## src/rtl/csr_latch_pkg.sv

```systemverilog
// csr_latch_pkg: shared definitions for the CSR latch write controller.
//   OP_SET / OP_RST : legal operation encodings (bit0 drives S, bit1 drives R)
//   state_e         : write sequencer states
//   aw_of()         : index width for an n-entry table (minimum 1 bit)
package csr_latch_pkg;

    localparam logic [1:0] OP_SET = 2'b01;
    localparam logic [1:0] OP_RST = 2'b10;

    typedef enum logic [2:0] {
        ST_IDLE,
        ST_SETUP,
        ST_PULSE,
        ST_HOLD,
        ST_VERIFY
    } state_e;

    function automatic int aw_of(input int n);
        return (n < 2) ? 1 : $clog2(n);
    endfunction

endpackage

```

## src/rtl/rr_arb2.sv

```systemverilog
// rr_arb2: two-way round-robin arbiter.
//   clk, rst_n : clock, async active-low reset
//   req[1:0]   : pending requests
//   cap        : capture strobe; the pointer records the current winner
//   gnt[1:0]   : one-hot grant (combinational), zero when nothing requests
module rr_arb2 (
    input  logic       clk,
    input  logic       rst_n,
    input  logic [1:0] req,
    input  logic       cap,
    output logic [1:0] gnt
);

    // last_q = 1 means requester 1 was granted last, so requester 0 wins a tie.
    // Resetting to 1 makes req0 the favourite after reset.
    logic last_q, last_d;

    always_comb begin
        gnt = req;
        if (req == 2'b11) gnt = last_q ? 2'b01 : 2'b10;
    end

    always_comb begin
        last_d = last_q;
        if (cap && (req != 2'b00)) last_d = gnt[1];
    end

    always_ff @(posedge clk or negedge rst_n) begin
        if (!rst_n) last_q <= 1'b1;
        else        last_q <= last_d;
    end

endmodule

```

## src/rtl/csr_latch_ctrl.sv

```systemverilog
// csr_latch_ctrl: write sequencer for a bank of gated SR latches shared by
// two requesters. Each write is a set-up / gate / hold pulse, then a
// read-back of Q. S/R never change on the same edge as C, and S=R=1 is
// never driven, so the latch cannot race through while gated.
//   clk, rst_n        : clock, async active-low reset
//   req*/op*/addr*    : requester 0/1 write requests (op 01 = set, 10 = reset)
//   ack0/ack1         : one-cycle completion pulse to the granted requester
//   err               : with ack; illegal op, bad address or read-back mismatch
//   busy              : capture through ack cycle
//   lat_C/lat_S/lat_R : registered latch gate / set / reset lines
//   lat_Q             : latch outputs for read-back
module csr_latch_ctrl
    import csr_latch_pkg::*;
#(
    parameter  int N_LATCH   = 8,
    parameter  int SETUP_CYC = 1,
    parameter  int PULSE_CYC = 1,
    parameter  int HOLD_CYC  = 1,
    localparam int AW        = aw_of(N_LATCH)
) (
    input  logic               clk,
    input  logic               rst_n,
    input  logic               req0,
    input  logic [1:0]         op0,
    input  logic [AW-1:0]      addr0,
    input  logic               req1,
    input  logic [1:0]         op1,
    input  logic [AW-1:0]      addr1,
    output logic               ack0,
    output logic               ack1,
    output logic               err,
    output logic               busy,
    output logic [N_LATCH-1:0] lat_C,
    output logic               lat_S,
    output logic               lat_R,
    input  logic [N_LATCH-1:0] lat_Q
);

    localparam int MAXC = (SETUP_CYC > PULSE_CYC)
                        ? ((SETUP_CYC > HOLD_CYC) ? SETUP_CYC : HOLD_CYC)
                        : ((PULSE_CYC > HOLD_CYC) ? PULSE_CYC : HOLD_CYC);
    localparam int CW = aw_of(MAXC);
    // Counter is loaded with phase length - 1 and the phase ends at zero.
    localparam logic [CW-1:0] SETUP_LD = CW'(SETUP_CYC - 1);
    localparam logic [CW-1:0] PULSE_LD = CW'(PULSE_CYC - 1);
    localparam logic [CW-1:0] HOLD_LD  = CW'(HOLD_CYC - 1);

    state_e               state_q, state_d;
    logic [CW-1:0]        cnt_q, cnt_d;
    logic                 who_q, who_d;     // 1: requester 1 owns the transaction
    logic                 set_q, set_d;     // expected read-back value
    logic                 cerr_q, cerr_d;   // capture-time error
    logic [AW-1:0]        addr_q, addr_d;
    logic [N_LATCH-1:0]   lat_C_q, lat_C_d;
    logic                 lat_S_q, lat_S_d;
    logic                 lat_R_q, lat_R_d;

    logic [1:0]           gnt;
    logic                 cap;
    logic [1:0]           w_op;
    logic [AW-1:0]        w_addr;
    logic                 w_legal;
    logic [N_LATCH-1:0]   sel;
    logic                 rb_bit;

    assign cap = (state_q == ST_IDLE) && (req0 || req1);

    rr_arb2 u_arb (
        .clk   (clk),
        .rst_n (rst_n),
        .req   ({req1, req0}),
        .cap   (cap),
        .gnt   (gnt)
    );

    assign w_op    = gnt[0] ? op0 : op1;
    assign w_addr  = gnt[0] ? addr0 : addr1;
    assign w_legal = ((w_op == OP_SET) || (w_op == OP_RST)) && (int'(w_addr) < N_LATCH);

    // One-hot decode of the captured address; all-zero when out of range.
    always_comb begin
        sel = '0;
        for (int i = 0; i < N_LATCH; i++) sel[i] = (int'(addr_q) == i);
    end
    assign rb_bit = |(lat_Q & sel);

    // State register
    always_ff @(posedge clk or negedge rst_n) begin
        if (!rst_n) begin
            state_q <= ST_IDLE;
            cnt_q   <= '0;
            who_q   <= 1'b0;
            set_q   <= 1'b0;
            cerr_q  <= 1'b0;
            addr_q  <= '0;
            lat_C_q <= '0;
            lat_S_q <= 1'b0;
            lat_R_q <= 1'b0;
        end else begin
            state_q <= state_d;
            cnt_q   <= cnt_d;
            who_q   <= who_d;
            set_q   <= set_d;
            cerr_q  <= cerr_d;
            addr_q  <= addr_d;
            lat_C_q <= lat_C_d;
            lat_S_q <= lat_S_d;
            lat_R_q <= lat_R_d;
        end
    end

    // Next-state and registered latch-line values
    always_comb begin
        state_d = state_q;
        cnt_d   = cnt_q;
        who_d   = who_q;
        set_d   = set_q;
        cerr_d  = cerr_q;
        addr_d  = addr_q;
        lat_C_d = lat_C_q;
        lat_S_d = lat_S_q;
        lat_R_d = lat_R_q;
        unique case (state_q)
            ST_IDLE: begin
                if (cap) begin
                    who_d  = gnt[1];
                    addr_d = w_addr;
                    set_d  = (w_op == OP_SET);
                    if (w_legal) begin
                        // S/R rise at the capture edge; C follows SETUP_CYC later.
                        state_d = ST_SETUP;
                        cnt_d   = SETUP_LD;
                        cerr_d  = 1'b0;
                        lat_S_d = w_op[0];
                        lat_R_d = w_op[1];
                    end else begin
                        state_d = ST_VERIFY;
                        cerr_d  = 1'b1;
                    end
                end
            end
            ST_SETUP: begin
                if (cnt_q == '0) begin
                    state_d = ST_PULSE;
                    cnt_d   = PULSE_LD;
                    lat_C_d = sel;
                end else begin
                    cnt_d = cnt_q - CW'(1);
                end
            end
            ST_PULSE: begin
                if (cnt_q == '0) begin
                    state_d = ST_HOLD;
                    cnt_d   = HOLD_LD;
                    lat_C_d = '0;
                end else begin
                    cnt_d = cnt_q - CW'(1);
                end
            end
            ST_HOLD: begin
                if (cnt_q == '0) state_d = ST_VERIFY;
                else             cnt_d   = cnt_q - CW'(1);
            end
            ST_VERIFY: begin
                state_d = ST_IDLE;
                lat_S_d = 1'b0;
                lat_R_d = 1'b0;
            end
            default: begin
                state_d = ST_IDLE;
                lat_C_d = '0;
                lat_S_d = 1'b0;
                lat_R_d = 1'b0;
            end
        endcase
    end

    // Outputs
    always_comb begin
        busy = (state_q != ST_IDLE);
        ack0 = (state_q == ST_VERIFY) && !who_q;
        ack1 = (state_q == ST_VERIFY) && who_q;
        err  = (state_q == ST_VERIFY) && (cerr_q || (rb_bit != set_q));
    end

    assign lat_C = lat_C_q;
    assign lat_S = lat_S_q;
    assign lat_R = lat_R_q;

endmodule

```

## config.mk

```make
export PLATFORM = sky130hd
export DESIGN_NAME = csr_latch_ctrl
export DESIGN_NICKNAME = d
export VERILOG_FILES = /design/src/rtl/csr_latch_pkg.sv /design/src/rtl/rr_arb2.sv /design/src/rtl/csr_latch_ctrl.sv
export SDC_FILE = /design/constraint.sdc
export NUM_CORES = 1
export LEC_CHECK = 0
export BUFFER_PORTS_ARGS = -buffer_cell sky130_fd_sc_hd__clkbuf_2
export CORE_MARGIN = 5
export CORE_UTILIZATION = 42
export CTS_BUF_LIST = sky130_fd_sc_hd__clkbuf_16
export DETAILED_ROUTE_END_ITERATION = 10
export GPL_TIMING_DRIVEN = 1
export PLACE_DENSITY_LB_ADDON = 0.05
export SLEW_MARGIN = 20
export SYNTH_ARGS = -nofsm -noshare
export SYNTH_HDL_FRONTEND = slang
export SYNTH_SLANG_ARGS = --single-unit
export TNS_END_PERCENT = 10
```

## constraint.sdc

```tcl
create_clock -name clk -period 3.5 [get_ports clk]
set_clock_uncertainty 0.2 [all_clocks]
set_input_delay 0.35 -clock clk [delete_from_list [all_inputs] [get_ports clk]]
set_output_delay 0.35 -clock clk [all_outputs]
set_load 0.05 [all_outputs]
```

==> metrics, run 1 <==
Crit Path Max Fanout=8; most used cells in the layout excluding fill and tap cells=clkbuf_2, dfrtp_1, nand2_1, nor2_1, a22o_1; maximum number of pins on one net before global-route repair=21; Tot Pwr=about 1.2 mW; Mapped Cells=between 90 and 100; NetSw=roughly 0.54 mW; Worst-path clk slew=roughly 0.060 ns; io pins=36; Final nets=150; hold path start=req1; clock share of power=0.192; Rel. slew slack=0.514; placed insts=between 100 and 150; Num CTS Buffers=3; hold slack=roughly 0.15 ns; WP buf/inv=1; cell internal pwr=roughly 0.67 mW; Reg-to-Reg End=lat_S; final core utilization=0.564; GRT Total Usage=0.140; Final Instance Area=around 1300 sq um; YS warnings=0; Least-Margin Pin Slew=0.718 ns; CP cell instances=mux4_1 > mux2i_1 > xor2_1 > a21oi_1 > clkbuf_2; Sw Ratio=0.447; diodes inserted=0; Post-Syn Area=~1000 sq um; Starting Density=0.444; drt initial violations=24; worst hold stages=3; setup slack, reg-to-reg=roughly 1 ns; grt ovf=0; final setup violation count=0; die area=between 3000 and 4000 sq um; Critical Path Sink Type=primary output; LEAKAGE=about 0.65 nW; Reg power frac=0.364; initial antenna violation count=0; Yosys reg bits=20; Max-Cap Viols=0; Synth area leader=dfrtp_1; clock tree sinks=20; # Post-CTS Setup Buffers=0; clock tree buffer depth=2; Top delay family on crit path=multiplexers; most common cell after layout, fill and taps aside=clkbuf_2; CTS tree=built; ANT nets after route=0; fin worst setup slack=0.868 ns; worst hold path class=input pin to flop; Seq/Total Area, Yosys=0.501; combinational share of power=0.444; CP arrival=around 2.1 ns; final hold viol count=0; Worst IR Drop VDD=0.469 mV; Routed WL=between 2000 and 2500 microns; Die X=58.8 microns; syn_nets=approximately 110; Vias=800; cell area power density=between 900 and 1000 nW/um^2; FMAX=between 0.3 and 0.4 GHz; router iterations before antenna repair=4; Startpoint Class=flop; period utilisation layout=0.752; area of the multi-input gates=approximately 460 sq um; Clk Tree Root Cell=clkbuf_16; Die H=roughly 60 microns; register area=approximately 500 sq um; status=finished clean; Cell Area, Placed=1180 sq um; vias in the first global route=roughly 780; Unique masters post-synth=33; layout cells sized above 1=0.333; cells on worst reg2reg path=7; Hold EP=u_arb.last_q; clk_lat worst skew=about 0.25 ns; Worst EP required=approximately 3 ns; Routed WL per cell=around 14 microns; worst setup path class=flop to primary output; crit-path max cell delay=roughly 0.60 ns; Pins Over Slew Limit=0; top cells by area, synth=dfrtp_1, mux4_1, a22o_1; Area Overhead vs Synth=27.0%; Fill cells=around 220; port bufs=35; Layout Cells excl Fill=around 150; Detailed Place HPWL=1710 microns; DR vias/cell=between 5 and 6; H-Tree Depth=1; core area=between 2000 and 2500 sq um; Synth top area share=0.475; slowest CP cell=mux4_1; RSZ-0062 raised after global routing=false; DRC Markers=0; r2r startpoint=u_arb.last_q; setup TNS=0 ns; gpl congestion=0.761; pre-CTS WS=approximately 0.96 ns; first-pass GRT wire length=3610 microns; Min Clock Period, post-route=2.63 ns; cell row count=17; synthesized area per cell=approximately 11 sq um
state kept, by name (all words and copies together), names as in the netlist:
register	cells
u_arb.last_q	1
lat_C	8
state_q	3
cerr_q	1
who_q	1
set_q	1
addr_q	3
lat_R	1
lat_S	1
synthesized netlist by cell type:
library cell,n
nor2_1,9
nor3_1,1
o21ai_0,4
dfrtp_1,19
xor2_1,1
nor4b_1,1
a31oi_1,1
a22o_1,6
mux2i_1,5
nand3b_1,2
nand2b_1,1
nor4_1,1
nor4bb_1,1
mux4_1,2
ha_1,1
nand2_1,11
mux2_2,2
and3_1,1
dfstp_2,1
a311oi_1,1
a211oi_1,1
and2b_1,1
nand3_1,1
nor2b_1,1
buf_6,1
o21ai_1,2
a32o_1,2
clkbuf_1,2
inv_1,2
nor3_4,1
a21oi_1,3
xnor2_1,1
buf_2,2
worst reg2reg max path, cell delays in order (launching register included):
cell and delay (ns):
dfstp_2 0.53, nand2b_1 0.13, nand2_1 0.18, mux2i_1 0.26, ha_1 0.30, nor4_1 0.47, nor2_1 0.07, a311oi_1 0.25
power groups by stage:
stage                     Sequential (mW)  Clock (mW)  Combinational [mW]
after floorplan                     0.489           0               0.383
after global placement              0.442           0               0.538
after detailed placement            0.444           0               0.541
after CTS                           0.440       0.240               0.545
after global routing                0.458       0.252               0.588
final                               0.439       0.232               0.536
kinds of logic after synthesis:
kind of cell | count (synthesis) | share of synthesized area
simple gates | 32 | 0.168
compound gates | 20 | 0.140
flops | 20 | 0.501
mux | 9 | 0.125
buf+inv | 7 | 0.0363
xor+xnor | 2 | 0.0175
fa+ha+maj | 1 | 0.0125
routing by layer:
metal / GRT usage / up-vias / wire (microns) / part of all wire
met3: 0.0307 / 4 / 127 / 0.059
met2: 0.216 / 29 / 1000 / 0.47
met1: 0.180 / 362 / 981 / 0.46
met4: 0.0777 / 0 / 35 / 0.016
met5: 0 / - / 0 / 0
li1: - / 405 / - / -
area by class of cell:
cell class / instances / area share
clock inverters: 1 / 0.00295
inverters: 2 / 0.00591
clock buffers: 3 / 0.0591
well taps: 28 / 0.0276
multi-input cells: 64 / 0.364
flip-flops and latches: 20 / 0.395
repair buffers: 36 / 0.146
worst max path at each step:
stage | cells past startpoint | endpoint | from
global route | 7 | lat_S | u_arb.last_q
CTS | 5 | err | addr_q[0]
floorplan | 5 | err | addr_q[0]
finish | 5 | err | addr_q[0]
detailed placement | 7 | lat_S | u_arb.last_q
global placement | 7 | lat_S | u_arb.last_q
repair_timing:
item | 4_1_cts | 5_1_grt
hold buffers | 1 | 0
hold endpoints to repair | 19 | 0
resized for setup | 0 | 0
Note: power is estimated with default switching activity, not from simulation.
==> run 2, diff against run 1 <==
Clock period 3.5 ns to 2.4 ns, I/O delays scaled along.
==> run 2 against run 1 <==
Hold slack worse by 0.11 ns. Highest routed layer unchanged. Register-to-register slack worse by 0.85 ns. Power is 50% higher. Flip-flop and latch count stayed put. Critical endpoint unchanged. Global-route usage is 0.098 points higher.
==> metrics, run 2 (synthesized netlist as in run 1, its figures left out) <==
GRT Total Usage=0.141; Pins Over Slew Limit=0; hold path start=req1; Num CTS Buffers=3; die area=3460 sq um; CTS tree=built; Fill cells=between 200 and 250; Starting Density=0.444; RSZ-0062 raised after global routing=false; Routed WL per cell=approximately 13 microns; max reg flops=8; cell area power density=between 1000 and 1500 nW/um^2; final hold viol count=0; Min Clock Period, post-route=2.30 ns; crit-path max cell delay=about 0.55 ns; Clk Tree Root Cell=clkbuf_16; router iterations before antenna repair=4; maximum number of pins on one net before global-route repair=21; Worst IR Drop VDD=between 0.7 and 0.8 mV; Reg power frac=0.351; Area Overhead vs Synth=31.7%; setup slack, reg-to-reg=approximately 0.14 ns; Hold EP=u_arb.last_q; Reg-to-Reg End=lat_S; cells on worst reg2reg path=8; diodes inserted=0; period utilisation layout=0.958; worst setup path class=flop to primary output; CP cell instances=mux4_1 > mux2i_1 > xor2_1 > a21oi_2 > buf_6; Sw Ratio=0.439; cell row count=17; clock tree buffer depth=2; clock tree sinks=20; Die H=between 50 and 60 microns; WP buf/inv=1; Worst-path clk slew=approximately 0.05 ns; Die X=between 50 and 60 microns; CP arrival=approximately 1.9 ns; Max-Cap Viols=0; clk_lat worst skew=~0.25 ns; DR vias/cell=5.19; cell internal pwr=1.01 mW; Routed WL=approximately 2100 microns; ANT nets after route=0; Detailed Place HPWL=approximately 1700 microns; port bufs=35; initial antenna violation count=0; Vias=820; core area=2250 sq um; Rel. slew slack=0.555; worst hold stages=3; hold slack=0.0485 ns; first-pass GRT wire length=between 3000 and 4000 microns; Top delay family on crit path=multiplexers; Crit Path Max Fanout=6; combinational share of power=0.464; fin worst setup slack=0.102 ns; H-Tree Depth=1; Final nets=around 150; Startpoint Class=flop; drt initial violations=16; LEAKAGE=around 0.67 nW; DRC Markers=0; most common cell after layout, fill and taps aside=clkbuf_2; gpl congestion=0.742; Worst EP required=around 2 ns; area of the multi-input gates=approximately 470 sq um; clock share of power=0.186; final core utilization=0.585; NetSw=a little under 0.8 mW; Critical Path Sink Type=primary output; setup TNS=0 ns; critical path depth=5; Least-Margin Pin Slew=between 0.6 and 0.7 ns; register area=503 sq um; most used cells in the layout excluding fill and tap cells=clkbuf_2, dfrtp_1, nand2_1, nor2_1, a22o_1; r2r startpoint=u_arb.last_q; Tot Pwr=between 1.5 and 2 mW; status=finished clean; vias in the first global route=between 800 and 900; pre-CTS WS=just under 0.09 ns; FMAX=0.435 GHz; final setup violation count=0; worst hold path class=input pin to flop; layout cells sized above 1=0.385; io pins=36; slowest CP cell=mux4_1; grt ovf=0
-- run 2: cell count changes in the layout (fill, tap and decap cells not counted), sizes merged --
cell	before	now
buf	0	5
clkbuf	38	37
-- run 2: layout make-up --
type	instances	area share
clock buffers	3	0.0569
inverters	2	0.00569
multi-input cells	64	0.359
well taps	28	0.0266
clock inverters	1	0.00285
flip-flops and latches	20	0.381
repair buffers	40	0.168
-- run 2: worst max-delay path by stage --
stage                        to         start
final                       err     addr_q[0]
after global routing        err     addr_q[0]
after CTS                   err     addr_q[0]
after detailed placement  lat_S  u_arb.last_q
after global placement      err     addr_q[0]
after floorplan           lat_S  u_arb.last_q
-- run 2: timing repair --
action                                  CTS  global route
pin swaps                                 0             1
hold buffers                              1             0
setup buffers                             0             1
resized for setup                         2             4
hold endpoints to repair                 19             0
endpoints found under the setup margin    1             2
-- run 2: layer usage --
| layer | up-vias | routed length [microns] | track usage |
|---|---|---|---|
| met5 | - | 0 | 0 |
| met4 | 0 | 42 | 0.0680 |
| met3 | 5 | 174 | 0.0395 |
| met2 | 28 | 940 | 0.211 |
| met1 | 373 | 931 | 0.186 |
| li1 | 414 | - | - |
-- run 2: tightest hold or removal path: stages --
cell and delay [ns]:
clkbuf_2 0.12, nand2_1 0.06, o21ai_0 0.07
-- run 2: metrics by stage --
stage,area (sq um),std cells
floorplan,1000,91
global placement,1210,152
detailed placement,1210,152
CTS,1300,157
global route,1320,158
finish,1320,158
-- run 2: power groups by stage --
stage                     Clock, mW  Combinational [mW]  Sequential (mW)
after CTS                     0.349               0.826            0.640
after global placement            0               0.810            0.640
after detailed placement          0               0.821            0.643
after global routing          0.362               0.922            0.666
final                         0.335               0.837            0.633
after floorplan                   0               0.567            0.714
